[src/rtl/bus_priority_encoder.sv]
// Registered priority encoder for bus-source request lines, with sample/hold control.
// Optional multi-hot detection (err pulse, saturating err_cnt) is enabled by BUS_ENC_MULTIHOT_ERR_EN.
module bus_priority_encoder #(
    parameter int N_SRC     = 32,
    parameter int SEL_W     = 5,
    parameter int PRIO_HIGH = 0
) (
    input  logic             clk,
    input  logic             clr,
    input  logic [N_SRC-1:0] req,
    input  logic             en,
    input  logic             hold,
    output logic [SEL_W-1:0] sel,
    output logic             sel_vld,
    output logic             chg,
    output logic             err,
    output logic [7:0]       err_cnt
);

    logic [SEL_W-1:0] win;
    logic             any;
    logic             sample;

    assign any    = |req;
    assign sample = en && !hold;

    // The req port is exactly N_SRC wide, so unused select codes can never win.
    always_comb begin
        win = '0;
        if (PRIO_HIGH != 0) begin
            for (int i = 0; i < N_SRC; i++)
                if (req[i]) win = SEL_W'(i);
        end else begin
            for (int i = N_SRC - 1; i >= 0; i--)
                if (req[i]) win = SEL_W'(i);
        end
    end

    always_ff @(posedge clk or posedge clr) begin
        if (clr) begin
            sel     <= '0;
            sel_vld <= 1'b0;
            chg     <= 1'b0;
        end else if (hold) begin
            chg <= 1'b0;
        end else if (!en) begin
            sel_vld <= 1'b0;
            chg     <= 1'b0;
        end else if (any) begin
            sel     <= win;
            sel_vld <= 1'b1;
            chg     <= !sel_vld || (win != sel);
        end else begin
            sel_vld <= 1'b0;
            chg     <= 1'b0;
        end
    end

`ifdef BUS_ENC_MULTIHOT_ERR_EN
    logic multi;

    // Clearing the lowest set bit leaves something only when two or more bits are set.
    assign multi = |(req & (req - N_SRC'(1)));

    always_ff @(posedge clk or posedge clr) begin
        if (clr) begin
            err     <= 1'b0;
            err_cnt <= '0;
        end else if (!sample) begin
            err <= 1'b0;
        end else begin
            err <= multi;
            if (multi && err_cnt != 8'hFF)
                err_cnt <= err_cnt + 8'd1;
        end
    end
`else
    logic unused_sample;

    assign unused_sample = sample;
    assign err           = 1'b0;
    assign err_cnt       = '0;
`endif

endmodule

[config.mk]
export PLATFORM = sky130hd
export DESIGN_NAME = bus_priority_encoder
export DESIGN_NICKNAME = d
export VERILOG_FILES = /design/src/rtl/bus_priority_encoder.sv
export SDC_FILE = /design/constraint.sdc
export NUM_CORES = 1
export LEC_CHECK = 0
export BUFFER_PORTS_ARGS = -buffer_cell sky130_fd_sc_hd__buf_2
export CAP_MARGIN = 20
export CELL_PAD_IN_SITES_DETAIL_PLACEMENT = 0
export CELL_PAD_IN_SITES_GLOBAL_PLACEMENT = 2
export CORE_ASPECT_RATIO = 1.1
export CORE_MARGIN = 5
export CORE_UTILIZATION = 21
export DETAILED_ROUTE_END_ITERATION = 7
export GPL_TIMING_DRIVEN = 0
export PLACE_DENSITY = 0.87
export RECOVER_POWER = 50
export SYNTH_ARGS = -nofsm -noshare
export SYNTH_HDL_FRONTEND = slang
export SYNTH_SLANG_ARGS = --single-unit
[constraint.sdc]
create_clock -name clk -period 2.45 [get_ports clk]
set_input_delay 0.49 -clock clk [delete_from_list [all_inputs] [get_ports clk]]
set_output_delay 0.49 -clock clk [all_outputs]
set_load 0.02 [all_outputs]
==> results of run 1 <==
-- kinds of logic after synthesis --
| kind of cell | synth area share |
|---|---|
| other cells | 0.00485 |
| flops | 0.227 |
| compound gates | 0.272 |
| simple gates | 0.296 |
| buf+inv | 0.126 |
| mux | 0.0291 |
| xor+xnor | 0.0453 |
-- worst max-delay path: stages --
cell and delay [ps]:
buf_2 110, nor4_1 470, nand2_1 120, or2_1 290
nand2b_1 170, xnor2_1 140, nor4_2 280, a31oi_1 120
-- metal layers --
metal,vias to the layer above,global-route usage
met2,28,0.155
met3,0,0.0168
li1,480,-
met1,396,0.107
met4,0,0.0199
met5,-,0
-- metrics by stage --
| stage | worst slack, ps | instance area, um^2 | std cells | power, mW | util |
|---|---|---|---|---|---|
| CTS | 295 | 1120 | 212 | 0.441 | 0.312 |
| detailed placement | 83.7 | 1080 | 208 | 0.280 | 0.299 |
| floorplan | 441 | 803 | 116 | 0.216 | - |
| finish | 349 | 1120 | 212 | 0.435 | 0.311 |
| global route | 190 | 1120 | 212 | 0.464 | 0.311 |
| global placement | 97.2 | 1080 | 208 | 0.277 | 0.299 |
-- worst min path at each step --
| stage | endpoint | depth (start not counted) | slack, ps | start |
|---|---|---|---|---|
| after global placement | chg | 2 | 420 | clr |
| after CTS | sel[0] | 2 | 190 | clr |
| after floorplan | chg | 1 | 290 | clr |
| after global routing | sel[0] | 2 | 220 | clr |
| final | chg | 2 | 190 | clr |
| after detailed placement | sel_vld | 2 | 430 | clr |
-- layout make-up --
cell class / count / area (um^2) / area share
multi-input cells: 92 / 531 / 0.475
repair buffers: 42 / 206 / 0.185
flip-flops and latches: 7 / 175 / 0.157
plain buffers: 9 / 67.6 / 0.0605
well taps: 50 / 62.6 / 0.0560
clock buffers: 4 / 45.0 / 0.0403
inverters: 8 / 30.0 / 0.0269
-- registers in the layout, indices dropped and copies added (netlist names) --
signal   flops
chg          1
sel          5
sel_vld      1
-- cells in the mapped netlist --
cell type / number
buf_4: 9
nor2b_2: 1
o21a_1: 1
nor4_1: 7
nor2_1: 14
o31a_1: 1
a2111o_1: 1
nor3_1: 3
mux2_2: 2
a2111oi_0: 1
or2_1: 1
a21boi_1: 1
xor2_1: 2
o21ai_1: 1
dfrtp_1: 7
o21bai_1: 2
o21ai_0: 7
o31ai_1: 4
a21oi_1: 8
or4_4: 1
xnor2_1: 2
conb_1: 1
nor2b_1: 2
a221o_1: 1
a31oi_1: 1
nand3_1: 4
a21boi_0: 1
nor4_2: 1
o21ai_2: 2
nand2_1: 9
nand2b_1: 2
inv_1: 8
-- cells in the final DEF, fill, tap and decap left out, types with 2 or more instances in the layout --
cell      count
mux2_2        2
inv_1         8
o31ai_1       4
conb_1        9
nand3_1       4
xnor2_1       2
nor2b_1       2
dfrtp_1       7
nor2_1       14
o21bai_1      2
nand2_1       9
buf_4         9
xor2_1        2
buf_2        39
a21oi_1       8
clkbuf_8      3
o21ai_2       2
nor4_1        7
o21ai_0       7
clkbuf_1      4
nor3_1        3
nand2b_1      2
-- power groups by stage --
stage	Combinational [mW]	Clock, mW	Sequential, mW
detailed placement	0.144	0	0.135
global route	0.158	0.170	0.136
finish	0.144	0.158	0.134
CTS	0.145	0.162	0.134
global placement	0.143	0	0.135
floorplan	0.0704	0	0.146
==> flow_summary.yaml, run 1 <==
sta:
  fmax_mhz: 476
  relSlewSlack: 0.672
  fin_tns_setup_ps: 0
  fin_hold_ws_ps: 187
  period_needed_ps: 2100
  max_slew.worst_pin.slew_ps: 487
  fin_skew_ps: 0.386
  setup_viol: 0
  drv_slew: 0
  fin_crit_sh: 0.858
  rsz0062_at_grt: "false"
  hold_viol: 0
synthesis:
  synthTopCellsByArea: "dfrtp_1 23%, buf_4 8.7%, nor2_1 6.8%"
  syn_inst: 108
  synth_top_area_cell: "dfrtp_1"
  syn_area_per_cell_um2: 7.16
  ys_warn_count: 0
  synth_area_um2: 773
  ys_ff_latch: 7
  seq_area_frac_synth: 0.227
  synthDistinctLibCells: 32
  synth_top_area_share: 0.227
critical_path:
  crit_end: "chg"
  rr_worst_depth: 4
  crit_fanout: 3
  cp-start-kind: "input pin"
  reg2reg_slack_ps: 1330
  endpoint_kind: "register"
  critPathLaunch: "req[7]"
  arrival_ps: 2190
  crit_type: "input pin to register"
  r2r-end: "chg"
  reg2reg_from: "sel[2]"
  critPathRequiredTime_ps: 2540
power_and_ir_drop:
  internal_power_uw: 299
  pwr-share-seq: 0.307
  combPwrFrac: 0.331
  p_sw_uw: 136
  power_density_nw_per_um2: 389
  p_sw_frac: 0.312
  leakagePower_nw: 0.530
  clkPwrFrac: 0.362
  ir_worst_vdd_uv: 335
routing:
  dr_wl_met2_mm: 1.17
  drt_iter0_markers: 19
  wl_mm: 2.30
  drt-met1-wl_um: 973
  wl_per_cell_um: 10.9
  first_pass_iters: 4
  top_layer: "met3"
  vias: 904
  drc: 0
  vias_per_cell: 4.26
  wl_met3_um: 162
  drtAntennaViolNets: 0
floorplanning:
  die_x_um: 67.9
  dieArea_um2: 5000
  num_rows: 23
  design.portCount: 52
  core-area_um2: 3600
  fp.dieH_um: 73.6
  start_util: 0.215
place:
  io_buffers: 42
  dp_hpwl_mm: 2.06
  gp_congestion: 0.758
clocking:
  cts_tree: "done"
  cts_sinks: 7
  path_clk_slew_ps: 40
  cts_buffers: 3
  holdBufCountCts: 0
  cts_resized: 0
  clockBufferDepth: 2
  cts_setup_buffers: 0
  cts-root-buf: "clkbuf_8"
  clock_latency_ps: 220
  h-tree-depth: 1
grt:
  grt_remaining_overflow: 0
  grt_pass1_vias: 846
  grt_max_degree: 10
  antenna_found_initial: 0
  track_usage: 0.0872
  grt_pass1_wl_mm: 3.48
worst_hold_path:
  hold_path.class: "input pin to async pin"
status:
  status: "complete, no violations"
final_layout:
  area_growth_pct: 44.5
  nFillCells: 398
  nets: 199
  drive_gt1_frac: 0.358
  num_antenna_cells: 0
flow_run:
  maxCapViolCount: 0
(Power assumes the default switching activity.)
==> inputs of run 2 (changes only) <==
- GPL_TIMING_DRIVEN: 0 -> 1
==> run 2 against run 1 <==
Against the previous run: critical path depth is the same; via count shrank 0.22%; hold slack is essentially flat; routed wire length grew 1.7%; die area is the same; combinational power shrank 8%; register-to-register slack gained 50 ps; global-route usage grew 1.1 points; critical endpoint unchanged; largest power group unchanged.
==> flow_summary.yaml, run 2 (synthesized netlist as in run 1, its figures left out) <==
final_layout:
  drive_gt1_frac: 0.329
  fin_util: 0.296
  top_regs: "sel (5), chg (1), sel_vld (1)"
  num_antenna_cells: 0
  nets: 192
  top_register: "sel"
  final_common_cell: "buf_2"
  final_cells: 205
  largest_register_ffs: 5
  final_cell_mix: "39 x buf_2, 14 x nor2_1, 9 x nand2_1, 9 x conb_1"
  area_growth_pct: 37.7
grt:
  grt_pass1_vias: 903
  grt_remaining_overflow: 0
  antenna_found_initial: 0
  grt_max_degree: 9
  track_usage: 0.0984
  grt_pass1_wl_mm: 3.85
floorplanning:
  design.portCount: 52
  core-area_um2: 3600
  fp.dieH_um: 73.6
  num_rows: 23
  die_x_um: 67.9
  dieArea_um2: 5000
  start_util: 0.215
clocking:
  h-tree-depth: 1
  cts_sinks: 7
  cts_setup_buffers: 0
  path_clk_slew_ps: 40
  holdBufCountCts: 0
  clockBufferDepth: 2
  clock_latency_ps: 230
  cts-root-buf: "clkbuf_8"
  cts_buffers: 3
  cts_tree: "done"
  cts_resized: 0
routing:
  wl_per_cell_um: 11.4
  vias_per_cell: 4.40
  vias: 902
  first_pass_iters: 4
  wl_mm: 2.34
  drc: 0
  drt_iter0_markers: 18
  drtAntennaViolNets: 0
sta:
  fin_tns_setup_ps: 0
  fin_skew_ps: 1.78
  fin_crit_sh: 0.826
  hold_viol: 0
  fin_ws_ps: 427
  drv_slew: 0
  fmax_mhz: 494
  setup_viol: 0
  period_needed_ps: 2020
  rsz0062_at_grt: "false"
worst_hold_path:
  hold_path.class: "input pin to async pin"
place:
  pre_cts_ws_ps: 177
  gp_congestion: 0.811
  io_buffers: 42
  dp_hpwl_mm: 2.09
  dp.cells: 201
critical_path:
  crit_type: "input pin to register"
  critPathRequiredTime_ps: 2550
  arrival_ps: 2130
  cp_cell_sequence: "buf_2 -> nor4_1 -> nand2_1 -> or2_1 -> nand2b_1 -> xnor2_1 -> nor4_2 -> a31oi_1"
  cp-start-kind: "input pin"
  critPathTopFamily: "simple AND/OR/NAND/NOR gates"
  slowest_stage: "nor4_1"
  crit_fanout: 3
  endpoint_kind: "register"
  crit_buf_inv: 1
  cpPeakStageDelay_ps: 440
power_and_ir_drop:
  ir_worst_vdd_uv: 259
  leakagePower_nw: 0.490
  power_density_nw_per_um2: 405
  p_total_uw: 431
flow_run:
  maxCapViolCount: 0
status:
  status: "complete, no violations"
## run 2: cell count changes in the layout (fill, tap and decap cells not counted), sizes merged
cell and change:
buf -7
## run 2: final timing paths
check / from / end / slack, ps / depth (start not counted)
max: req[7] / chg / 430 / 8
min: clr / sel[0] / 190 / 2
max reg2reg: sel[2] / chg / 1380 / 4
min reg2reg: sel[2] / sel[2] / 520 / 2
max in group asynchronous: clr / sel[1] / 2040 / 2
min in group clk: hold / sel_vld / 490 / 3
## run 2: final cells by class
| type | count | area [um^2] |
|---|---|---|
| Multi-Input combinational cell | 92 | 531 |
| Sequential cell | 7 | 175 |
| Tap cell | 50 | 62.6 |
| Fill cell | 412 | 2530 |
| Timing Repair Buffer | 44 | 221 |
| Inverter | 8 | 30.0 |
| Clock buffer | 4 | 45.0 |
## run 2: metrics by stage
step,hold WS (ps),area [um^2]
floorplan,293,803
global placement,424,1020
detailed placement,432,1020
CTS,192,1070
global route,204,1060
finish,187,1060
## run 2: worst reg2reg max path, delay by kind of cell, from the launching register on
family,cells,cell delay [ps]
DFF,1,390
and+or+nand+nor,1,260
AOI/OAI and AO/OA,2,210
buffers and inverters,1,90
## run 2: power breakdown
| part | total [mW] | internal [mW] | switching [mW] |
|---|---|---|---|
| logic | 0.133 | 0.0530 | 0.0804 |
| registers | 0.134 | 0.126 | 0.00850 |
| clock network | 0.164 | 0.113 | 0.0509 |
| total | 0.431 | 0.291 | 0.140 |
## run 2: layer usage
layer  vias up  wire length (um)  GRT usage
met1       402               934      0.114
li1        469                 -          -
met2        29              1220      0.172
met5         -                 0          0
met4         0                 8     0.0331
met3         2               180     0.0275
==> inputs of run 3 (changes only) <==
- CORE_UTILIZATION: 21 -> 20
- PLACE_DENSITY: 0.87 -> 0.83
- clock period: 2.45 -> 1.9 ns (I/O delays scaled with it)
==> run 3 against run 2 <==
Against the previous run: first-iteration DRC count shrank 22%; cell count grew 12%; sequential share of layout area shrank 2.7 points; core utilization grew 4.9 points; sequential power grew 28%; hold slack lost 120 ps; die area grew 4.3%; clock power grew 27%; final area grew 20%; routed wire length grew 9.6%; largest cell class unchanged.
==> flow_summary.yaml, run 3 (synthesized netlist as in run 1, its figures left out) <==
power_and_ir_drop:
  p_total_uw: 588
  power_density_nw_per_um2: 462
  ir_worst_vdd_uv: 331
  leakagePower_nw: 0.610
critical_path:
  reg2reg_slack_ps: 800
  cp-start-kind: "input pin"
  crit_fanout: 4
  crit_type: "input pin to register"
  endpoint_kind: "register"
  arrival_ps: 1860
  critPathRequiredTime_ps: 2000
clocking:
  clock_latency_ps: 230
  cts_tree: "done"
  holdBufCountCts: 0
  cts-root-buf: "clkbuf_8"
  cts_sinks: 7
  h-tree-depth: 1
  clockBufferDepth: 2
  path_clk_slew_ps: 40
  cts_buffers: 3
final_layout:
  fin_util: 0.345
  final_cell_mix: "39 x buf_2, 26 x buf_4, 14 x nor2_1"
  num_antenna_cells: 0
  drive_gt1_frac: 0.436
  area_growth_pct: 64.6
  nFillCells: 436
  nets: 216
  multi_input_area_um2: 558
  final_common_cell: "buf_2"
  largest_register_ffs: 5
  top_regs: "sel (5), chg (1), sel_vld (1)"
  final_cells: 229
  final_area_um2: 1270
  top_register: "sel"
  seq_area_um2: 175
place:
  gp_congestion: 0.767
  dp_hpwl_mm: 2.29
  pre_cts_ws_ps: -215
  dp.cells: 225
  dpl_cell_area_um2: 1200
  io_buffers: 42
routing:
  first_pass_iters: 4
  vias_per_cell: 4.30
  drtAntennaViolNets: 0
  wl_met3_um: 213
  drt_iter0_markers: 14
  wl_per_cell_um: 11.2
  vias: 985
  wl_mm: 2.57
  dr_wl_met2_mm: 1.24
  drt-met1-wl_mm: 1.09
  drc: 0
  top_layer: "met4"
sta:
  fin_skew_ps: 1.56
  rsz0062_at_grt: "false"
  fin_ws_ps: 142
  fin_crit_sh: 0.925
  fin_hold_ws_ps: 72.0
  drv_slew: 0
  setup_viol: 0
  hold_viol: 0
  fin_tns_setup_ps: 0
  fmax_mhz: 569
  period_needed_ps: 1760
grt:
  grt_pass1_vias: 972
  antenna_found_initial: 0
  track_usage: 0.0991
  grt_pass1_wl_mm: 4.21
  grt_max_degree: 9
  grt_remaining_overflow: 0
floorplanning:
  design.portCount: 52
  core-area_um2: 3680
  start_util: 0.210
  dieArea_um2: 5210
  die_x_um: 69.3
  num_rows: 23
  fp.dieH_um: 75.2
worst_hold_path:
  hold_path.class: "input pin to async pin"
status:
  status: "complete, no violations"
flow_run:
  maxCapViolCount: 0
## run 3: changes by cell type in the layout (fill, tap and decap cells not counted), sizes merged
| cell | delta |
|---|---|
| buf | +24 |
## run 3: layer usage
| metal | track usage | up-vias |
|---|---|---|
| li1 | - | 514 |
| met2 | 0.177 | 34 |
| met5 | 0 | - |
| met1 | 0.112 | 435 |
| met3 | 0.0334 | 2 |
| met4 | 0.0347 | 0 |
## run 3: critical path: stages
cell	delay, ps
buf_2	120
or4_4	520
nor2b_2	140
nor2_1	50
o21bai_1	210
xnor2_1	110
nor4_2	220
a31oi_1	110
## run 3: power by group
part	switching, mW	internal, mW
Combinational	0.114	0.0941
Clock	0.0636	0.145
Sequential	0.00974	0.162
## run 3: final timing paths
check / cells after the start / end / start
setup / recovery: 8 / chg / req[27]
hold / removal: 2 / sel[1] / clr
setup reg to reg: 3 / chg / sel[1]
max in group asynchronous: 2 / sel[4] / clr
min in group clk: 3 / sel_vld / hold
hold reg to reg: 2 / sel_vld / sel_vld
## run 3: layout make-up
type                            count  area share
Tap cell                           50      0.0492
Timing Repair Buffer               68       0.316
Multi-Input combinational cell     92       0.439
Sequential cell                     7       0.138
Inverter                            8      0.0236
Clock buffer                        4      0.0354
## run 3: timing repair
item                                    CTS  global route
endpoints found under the setup margin    0             5
buffers inserted                          0             0
gates resized for setup                   0             4
